File: src/rtl/fp_writeback_ctrl.sv
// fp_writeback_ctrl
//   Writeback stage in front of the FP register file. It round-robin merges
//   results from three producers (0=load, 1=fpu, 2=div) onto the registered
//   frd/fdata_des/fdata_valid write port. It also keeps a per-register pending
//   scoreboard (busy_vec) that issue logic queries through chk_hazard.
//
//   Optional feature macro: FP_WB_BYPASS_EN
//     When defined, the write-port value is forwarded to readers through
//     fwd_hit1..3/fwd_data. A register being written this cycle then no longer
//     raises chk_hazard.
//
// Ports
//   clk, rst            clock; synchronous active-low reset
//   issue_valid/_frd    FP-writing instruction issue (sets busy bit)
//   chk_frs1/2/3, frd   registers tested for RAW/WAW hazards
//   chk_hazard          any checked register pending (combinational)
//   {ld,fpu,div}_valid/_rd/_data/_ready  producer valid/ready result channels
//   frd, fdata_des, fdata_valid          registered register-file write port
//   busy_vec            scoreboard state (debug)
module fp_writeback_ctrl #(
  parameter int unsigned NSRC = 3,
  parameter int unsigned XLEN = 32
) (
  input  logic            clk,
  input  logic            rst,
  input  logic            issue_valid,
  input  logic [4:0]      issue_frd,
  input  logic [4:0]      chk_frs1,
  input  logic [4:0]      chk_frs2,
  input  logic [4:0]      chk_frs3,
  input  logic [4:0]      chk_frd,
  output logic            chk_hazard,
  input  logic            ld_valid,
  input  logic [4:0]      ld_rd,
  input  logic [XLEN-1:0] ld_data,
  output logic            ld_ready,
  input  logic            fpu_valid,
  input  logic [4:0]      fpu_rd,
  input  logic [XLEN-1:0] fpu_data,
  output logic            fpu_ready,
  input  logic            div_valid,
  input  logic [4:0]      div_rd,
  input  logic [XLEN-1:0] div_data,
  output logic            div_ready,
  output logic [4:0]      frd,
  output logic [XLEN-1:0] fdata_des,
  output logic            fdata_valid,
`ifdef FP_WB_BYPASS_EN
  output logic            fwd_hit1,
  output logic            fwd_hit2,
  output logic            fwd_hit3,
  output logic [XLEN-1:0] fwd_data,
`endif
  output logic [31:0]     busy_vec
);

  logic [NSRC-1:0] src_valid;
  logic [4:0]      src_rd   [NSRC];
  logic [XLEN-1:0] src_data [NSRC];

  assign src_valid   = {div_valid, fpu_valid, ld_valid};
  assign src_rd[0]   = ld_rd;
  assign src_rd[1]   = fpu_rd;
  assign src_rd[2]   = div_rd;
  assign src_data[0] = ld_data;
  assign src_data[1] = fpu_data;
  assign src_data[2] = div_data;

  logic [1:0]      rr_q, rr_d;
  logic [31:0]     busy_q, busy_d;
  logic [4:0]      frd_q, frd_d;
  logic [XLEN-1:0] fdata_q, fdata_d;
  logic            fvalid_q, fvalid_d;

  logic [NSRC-1:0] gnt;
  logic            gnt_any;
  logic [1:0]      gnt_idx;
  logic [1:0]      scan;

  // Scan rr, rr+1, rr+2 (mod 3); first valid wins. Reset suppresses all grants.
  always_comb begin
    gnt     = '0;
    gnt_any = 1'b0;
    gnt_idx = '0;
    scan    = '0;
    for (int unsigned k = 0; k < NSRC; k++) begin
      scan = 2'((32'(rr_q) + k) % NSRC);
      if (!gnt_any && src_valid[scan] && rst) begin
        gnt_any   = 1'b1;
        gnt_idx   = scan;
        gnt[scan] = 1'b1;
      end
    end
  end

  assign ld_ready  = gnt[0];
  assign fpu_ready = gnt[1];
  assign div_ready = gnt[2];

  always_comb begin
    rr_d     = rr_q;
    frd_d    = frd_q;
    fdata_d  = fdata_q;
    fvalid_d = gnt_any;
    if (gnt_any) begin
      rr_d    = (gnt_idx == 2'd2) ? 2'd0 : gnt_idx + 2'd1;
      frd_d   = src_rd[gnt_idx];
      fdata_d = src_data[gnt_idx];
    end
  end

  // Clear for the write landing this edge first, so a same-edge re-issue wins.
  always_comb begin
    busy_d = busy_q;
    if (fvalid_q)    busy_d[frd_q]     = 1'b0;
    if (issue_valid) busy_d[issue_frd] = 1'b1;
  end

  always_ff @(posedge clk) begin
    if (!rst) begin
      rr_q     <= '0;
      busy_q   <= '0;
      frd_q    <= '0;
      fdata_q  <= '0;
      fvalid_q <= 1'b0;
    end else begin
      rr_q     <= rr_d;
      busy_q   <= busy_d;
      frd_q    <= frd_d;
      fdata_q  <= fdata_d;
      fvalid_q <= fvalid_d;
    end
  end

  logic [4:0] chk_reg [4];
  assign chk_reg[0] = chk_frs1;
  assign chk_reg[1] = chk_frs2;
  assign chk_reg[2] = chk_frs3;
  assign chk_reg[3] = chk_frd;

  always_comb begin
    chk_hazard = 1'b0;
    for (int unsigned k = 0; k < 4; k++) begin
`ifdef FP_WB_BYPASS_EN
      if (busy_q[chk_reg[k]] && !(fvalid_q && (frd_q == chk_reg[k])))
        chk_hazard = 1'b1;
`else
      if (busy_q[chk_reg[k]])
        chk_hazard = 1'b1;
`endif
    end
  end

`ifdef FP_WB_BYPASS_EN
  assign fwd_hit1 = fvalid_q && (frd_q == chk_frs1);
  assign fwd_hit2 = fvalid_q && (frd_q == chk_frs2);
  assign fwd_hit3 = fvalid_q && (frd_q == chk_frs3);
  assign fwd_data = fdata_q;
`endif

  assign frd         = frd_q;
  assign fdata_des   = fdata_q;
  assign fdata_valid = fvalid_q;
  assign busy_vec    = busy_q;

endmodule

File: config.mk
export PLATFORM = sky130hd
export DESIGN_NAME = fp_writeback_ctrl
export DESIGN_NICKNAME = d
export VERILOG_FILES = /design/src/rtl/fp_writeback_ctrl.sv
export SDC_FILE = /design/constraint.sdc
export NUM_CORES = 1
export LEC_CHECK = 0
export ABC_AREA = 1
export BUFFER_PORTS_ARGS = -buffer_cell sky130_fd_sc_hd__buf_4
export CORE_UTILIZATION = 53
export DETAILED_ROUTE_END_ITERATION = 7
export GPL_ROUTABILITY_DRIVEN = 0
export PLACE_DENSITY_LB_ADDON = 0.3
export SYNTH_ARGS = -nofsm -noshare
export SYNTH_HDL_FRONTEND = slang
export SYNTH_SLANG_ARGS = --single-unit
File: constraint.sdc
create_clock -name clk -period 2.9 [get_ports clk]
set_input_delay 0.435 -clock clk [delete_from_list [all_inputs] [get_ports clk]]
set_output_delay 0.435 -clock clk [all_outputs]
set_load 0.005 [all_outputs]
# [Word-level counts from Yosys, hierarchy flattened]
# Cells that the tools add are included.
# Widths: inputs -> output; s select.
[totals] regBits=72 out_inout_bits=74 word_cells=91 input_bits=142
[classes] n_lt_le_gt_ge=15 reduce_logical=12 n_eq_ne=1 addsub=3 mux=46 bitwise=6 div_mod_pow=3
[op_table] op="$mux 32" count=4
[op_table] op="$bmux 32 s2" count=1
[op_table] op="$mod 32x2->32 const B" count=2
[op_table] op="$lt 5x6->1 const B" count=6
[op_table] op="$and 32x32->32" count=1
[op_table] op="$mod 2x2->32 const B" count=1
[op_table] op="$not 32->32" count=1
[op_table] op="$or 32x32->32" count=1
[op_table] op="$bmux 1 s5" count=4
[op_table] op="$mux 1" count=19
[op_table] op="$bmux 5 s2" count=1
[op_table] op="$demux 1 s5" count=2
[op_table] op="$ge 5x1->1 const B" count=2
[op_table] op="$logic_and 1x1->1" count=10
[op_table] op="$mux 5" count=2
[op_table] op="$lt 2x3->1 const B" count=3
[op_table] op="$mux 3" count=3
[op_table] op="$mux 2" count=4
[op_table] op="$bmux 1 s2" count=3
[op_table] op="$demux 1 s2" count=3
[op_table] op="$ge 2x1->1 const B" count=3
[op_table] op="$or 3x3->3" count=2
[op_table] op="$add 2x1->3 const B" count=1
[op_table] op="$add 2x2->3 const B" count=1
[op_table] op="5 further kinds" count=6

# [Logic depth before layout (Yosys ltp)]
[logic_depth] ltp_word=17 depth_mapped=16 ltp_nobuf=15

# [Least setup slack after synthesis]
# OpenSTA, ideal clock, no wires.
[synth_path] kind="register to output" startpoint="register rr_q[0]" endpoint="output div_ready" required_time_ns=2.465 t_arrival_ns=1.625 path_slack_ns=0.840 path_stages_with_launch=10 n_path_buf=1 path_cell_list="dfxtp_1 inv_1 ha_1 inv_2 nand2_1 nand2_1 nand3_2 nand4_2 clkbuf_1 nand3_1"
[synth_between] elab_chain_cells=13 word_cells_on_any_way=40 cone_classes="add/sub (2); div (3); order compare (6); mux (17); bitwise (2); reduce/logical (10)"
[synth_rtl] item="start, declared" line_no="69" text="logic [1:0] rr_q, rr_d;"
[synth_rtl] item="start signal, assigned" line_no="127" text="rr_q <= rr_d;"
[synth_rtl] item="branches (longest 12 deep; another with $mod 32x2->32)"
[synth_rtl] item="$mux 3 *" line_no="88" text="if (!gnt_any && src_valid[scan] && rst) begin"
[synth_rtl] item="end, declared" line_no="44" text="output logic div_ready,"
# Mark *: on every way between the ends. The select of a mux whose other input is x is not followed.

# [Worst setup path in the final report]
[layout_path] startpoint="register rr_q[0]" endpoint="output fpu_ready"
[layout_between] elab_chain_cells=13 word_cells_on_any_way=40 cone_classes="add/sub (2); div (3); order compare (6); mux (17); bitwise (2); reduce/logical (10)"
[layout_rtl] item="branches (longest 12 deep; another with $mod 32x2->32)"
[layout_rtl] item="$mux 3 *" line_no="88"
[layout_rtl] item="end, declared" line_no="40" text="output logic fpu_ready,"
# Marks and branches as above.

==> impl_table.tex <==
\begin{tabular}{lr}
\hline
Metric & Value \\
\hline
\multicolumn{2}{l}{\textbf{Outcome}} \\
\quad Run status & completed \\
\multicolumn{2}{l}{\textbf{Setup path}} \\
\quad Crit path capture type & output port \\
\quad Crit start category & register \\
\quad Highest fanout seen on the critical path & 5 \\
\quad Crit path arrival time & 2.22 ns \\
\quad Worst Path Required & 2.47 ns \\
\quad Critical setup path kind & register to output port \\
\multicolumn{2}{l}{\textbf{Power}} \\
\quad Clock network fraction of design power & 0.156 \\
\quad Seq pwr share & 0.265 \\
\quad Leakage power figure & 3.40 nW \\
\quad Sw frac & 0.464 \\
\quad IR drop worst, VDD & 0.541 mV \\
\quad Pwr Density & 797 nW/um\^{}2 \\
\quad Total internal power & 0.00297 W \\
\quad Share of power burned in combinational logic & 0.580 \\
\quad Net Switching & 0.00257 W \\
\multicolumn{2}{l}{\textbf{Timing}} \\
\quad Fmax & 0.376 GHz \\
\quad Measured slew at the worst slew-check pin & 0.530 ns \\
\quad Final period utilization & 0.917 \\
\quad Pins Over Slew Limit & 0 \\
\quad Final TNS setup & 0 ns \\
\quad Total setup violations reported at the end of the flow & 0 \\
\quad Worst slew margin relative to its limit & 0.644 \\
\quad Number of failing hold endpoints at the final stage & 0 \\
\quad Unrepaired setup endpoints after global routing & no \\
\quad Min cycle time layout & 2.66 ns \\
\quad Maximum clock skew at final layout & 0.0141 ns \\
\quad Minimum setup slack in the final design & 0.242 ns \\
\multicolumn{2}{l}{\textbf{Floorplanning}} \\
\quad Initial Utilization & 0.548 \\
\quad Core ar. & 9280 sq um \\
\quad Chip Height & 100 um \\
\quad Total die area & 10000 sq um \\
\quad Standard-cell rows & 35 \\
\quad X dimension of the die & 100 um \\
\quad Top-Level Pins & 216 \\
\multicolumn{2}{l}{\textbf{Yosys}} \\
\quad Post-Syn Nets & 995 \\
\quad Synthesized cell area & 5090 sq um \\
\quad Sequential fraction of the synthesis area & 0.283 \\
\quad Distinct cell type count after synthesis & 28 \\
\quad Warnings, synthesis & 0 \\
\quad Flop and latch count out of synthesis & 72 \\
\quad Count of mapped cells out of synthesis & 849 \\
\quad Synthesized area divided by synthesized cell count & 6.00 sq um \\
\multicolumn{2}{l}{\textbf{Cells and area}} \\
\quad Layout Area Growth over Synthesis & 36.4\% \\
\quad Most frequent standard cell in the layout excluding fill and tap cells & sky130\_fd\_sc\_hd\_\_buf\_4 \\
\quad Fillers & 805 \\
\quad Diode insertion count for antenna repair & 0 \\
\quad Fraction of layout cells with a size suffix above 1 & 0.249 \\
\quad Most used cells in the layout excluding fill and tap cells & 223 x sky130\_fd\_sc\_hd\_\_buf\_4, 199 x sky130\_fd\_sc\_hd\_\_nand2\_1, 121 x sky130\_fd\_sc\_hd\_\_o21ai\_0, 107 x sky130\_fd\_sc\_hd\_\_a21oi\_1, 105 x sky130\_fd\_sc\_hd\_\_inv\_1 \\
\quad Net count reported at finish & 1,186 \\
\multicolumn{2}{l}{\textbf{Routing}} \\
\quad WL final & 17,700 um \\
\quad Drt first-iter violations & 448 \\
\quad Overall via count from detail\_route & 6,578 \\
\quad WL per Instance & 15.1 um \\
\quad Drt pass-1 iters & 5 \\
\quad Post-detailed-route via-to-cell ratio & 5.60 \\
\quad Residual DRC & 0 \\
\quad Final ANT Viol Nets & 0 \\
\multicolumn{2}{l}{\textbf{Clock network}} \\
\quad Number of buffers inserted to repair setup after CTS & 0 \\
\quad CTS tree & built \\
\quad CTS H-tree depth & 3 \\
\quad Worst-path clk slew & 0.09 ns \\
\quad Total clock buffers created by CTS & 9 \\
\quad Root Buffer & sky130\_fd\_sc\_hd\_\_clkbuf\_8 \\
\quad Hold buffer count at CTS & 0 \\
\quad Clock latency on the worst-skew pair & 0.36 ns \\
\quad Number of cells upsized or downsized after cts & 0 \\
\quad Number of buffers on the longest clock path & 2 \\
\quad CTS sink cnt & 72 \\
\multicolumn{2}{l}{\textbf{Global routing}} \\
\quad Antenna violations before repair & 0 \\
\quad Overall fraction of global-route tracks in use & 0.351 \\
\quad Largest net degree at the start of global routing & 56 \\
\quad Vias in the first global route & 5,699 \\
\quad First-pass GRT wire length & 27,700 um \\
\quad Leftover overflow at the end of global routing & 0 \\
\multicolumn{2}{l}{\textbf{Place}} \\
\quad Half-perimeter wire length after detailed placement & 12,800 um \\
\quad Dpl ws & 0.504 ns \\
\quad Port bufs & 215 \\
\multicolumn{2}{l}{\textbf{Worst hold path}} \\
\quad Tightest Hold Check Type & primary input to register \\
\multicolumn{2}{l}{\textbf{Flow run}} \\
\quad Max-cap violation count & 0 \\
\hline
\end{tabular}
## area by class of cell
cell class / count / area, sq um / share of cell area
clock buffers: 11 / 151 / 0.0218
clock inverters: 5 / 62.6 / 0.00901
inverters: 112 / 420 / 0.0606
multi-input cells: 621 / 3010 / 0.434
flip-flops and latches: 72 / 1440 / 0.208
well taps: 129 / 161 / 0.0233
repair buffers: 224 / 1690 / 0.244
## state kept, by name, summed over array words and instances, names as in the netlist
signal	cells
rr_q	2
busy_vec	32
frd	5
fdata_des	32
fdata_valid	1
## cell usage after synthesis
cell	n	area share
sky130_fd_sc_hd__nand4_2	1	0.0025
sky130_fd_sc_hd__nand3b_1	2	0.0029
sky130_fd_sc_hd__o21ai_0	121	0.12
sky130_fd_sc_hd__buf_1	4	0.0029
sky130_fd_sc_hd__o21ai_1	2	0.0020
sky130_fd_sc_hd__inv_1	105	0.077
sky130_fd_sc_hd__ha_1	4	0.0098
sky130_fd_sc_hd__buf_6	4	0.0088
sky130_fd_sc_hd__clkbuf_1	22	0.016
sky130_fd_sc_hd__o211ai_1	29	0.043
sky130_fd_sc_hd__nand3_2	4	0.0079
sky130_fd_sc_hd__a21oi_1	107	0.11
sky130_fd_sc_hd__buf_4	4	0.0059
sky130_fd_sc_hd__nand2_2	2	0.0025
sky130_fd_sc_hd__nor2_8	1	0.0039
sky130_fd_sc_hd__o221ai_1	1	0.0017
sky130_fd_sc_hd__nor2_1	28	0.021
sky130_fd_sc_hd__o31ai_1	2	0.0029
sky130_fd_sc_hd__nor3_1	13	0.013
sky130_fd_sc_hd__nand2_1	199	0.15
sky130_fd_sc_hd__dfxtp_1	72	0.28
sky130_fd_sc_hd__nor2_2	4	0.0049
sky130_fd_sc_hd__nand3_1	97	0.095
sky130_fd_sc_hd__nand4_1	2	0.0025
sky130_fd_sc_hd__inv_2	6	0.0044
sky130_fd_sc_hd__nand2_4	2	0.0044
sky130_fd_sc_hd__buf_2	10	0.0098
sky130_fd_sc_hd__clkinv_1	1	0.00074
## power groups by stage
stage,combinational [W],sequential (W),clock [W]
final,0.00321,0.00147,0.000862
after global routing,0.00359,0.00149,0.000907
after floorplan,0.00220,0.00146,0
after detailed placement,0.00318,0.00146,0
after global placement,0.00311,0.00148,0
after CTS,0.00320,0.00146,0.000857
## stage by stage
| stage | power, W | hold WS (ns) | area, sq um | cells | utilization |
|---|---|---|---|---|---|
| floorplan | 0.00366 | 0.479 | 5090 | 849 | - |
| global placement | 0.00459 | 0.482 | 6730 | 1158 | 0.725 |
| detailed placement | 0.00465 | 0.488 | 6730 | 1158 | 0.725 |
| CTS | 0.00551 | 0.314 | 6940 | 1174 | 0.748 |
| global route | 0.00598 | 0.319 | 6940 | 1174 | 0.748 |
| finish | 0.00554 | 0.309 | 6940 | 1174 | 0.748 |
## path summary, 6_finish.rpt
check / start / end / slack [ns] / cells after the start
worst max-delay path: rr_q[0]$_SDFFE_PN0P_ / fpu_ready / 0.24 / 12
worst min-delay path: ld_data[23] / fdata_des[23]$_SDFFE_PN0P_ / 0.31 / 3
worst max register to register: rr_q[0]$_SDFFE_PN0P_ / frd[3]$_SDFFE_PN0P_ / 0.46 / 13
worst min register to register: busy_vec[12]$_SDFF_PN0_ / busy_vec[12]$_SDFF_PN0_ / 0.50 / 2
## routing by layer
metal  vias to the layer above  share of wire  GRT usage
li1                       3213              -          -
met1                      2873           0.37      0.425
met2                       408           0.46      0.571
met3                        84           0.10     0.0850
met4                         0          0.059      0.204
met5                         -              0          0
## logic make-up after synthesis
kind of cell / share of synthesized area
AO/OA/AOI/OAI: 0.274
adder cells (fa/ha/maj): 0.00983
buffers and inverters: 0.126
flip-flops: 0.283
AND/OR/NAND/NOR: 0.307
## worst max-delay path: stages, from the launching register on
cell,delay (ns)
sky130_fd_sc_hd__dfxtp_1,0.39
sky130_fd_sc_hd__inv_1,0.08
sky130_fd_sc_hd__ha_1,0.38
sky130_fd_sc_hd__inv_2,0.11
sky130_fd_sc_hd__nand2_1,0.07
sky130_fd_sc_hd__nand2_1,0.10
sky130_fd_sc_hd__nand2_1,0.07
sky130_fd_sc_hd__nor2_2,0.17
sky130_fd_sc_hd__nand3_1,0.09
sky130_fd_sc_hd__nand2_1,0.11
sky130_fd_sc_hd__inv_2,0.06
sky130_fd_sc_hd__o31ai_1,0.08
sky130_fd_sc_hd__buf_4,0.17
Power figures use the tool's default switching activity.
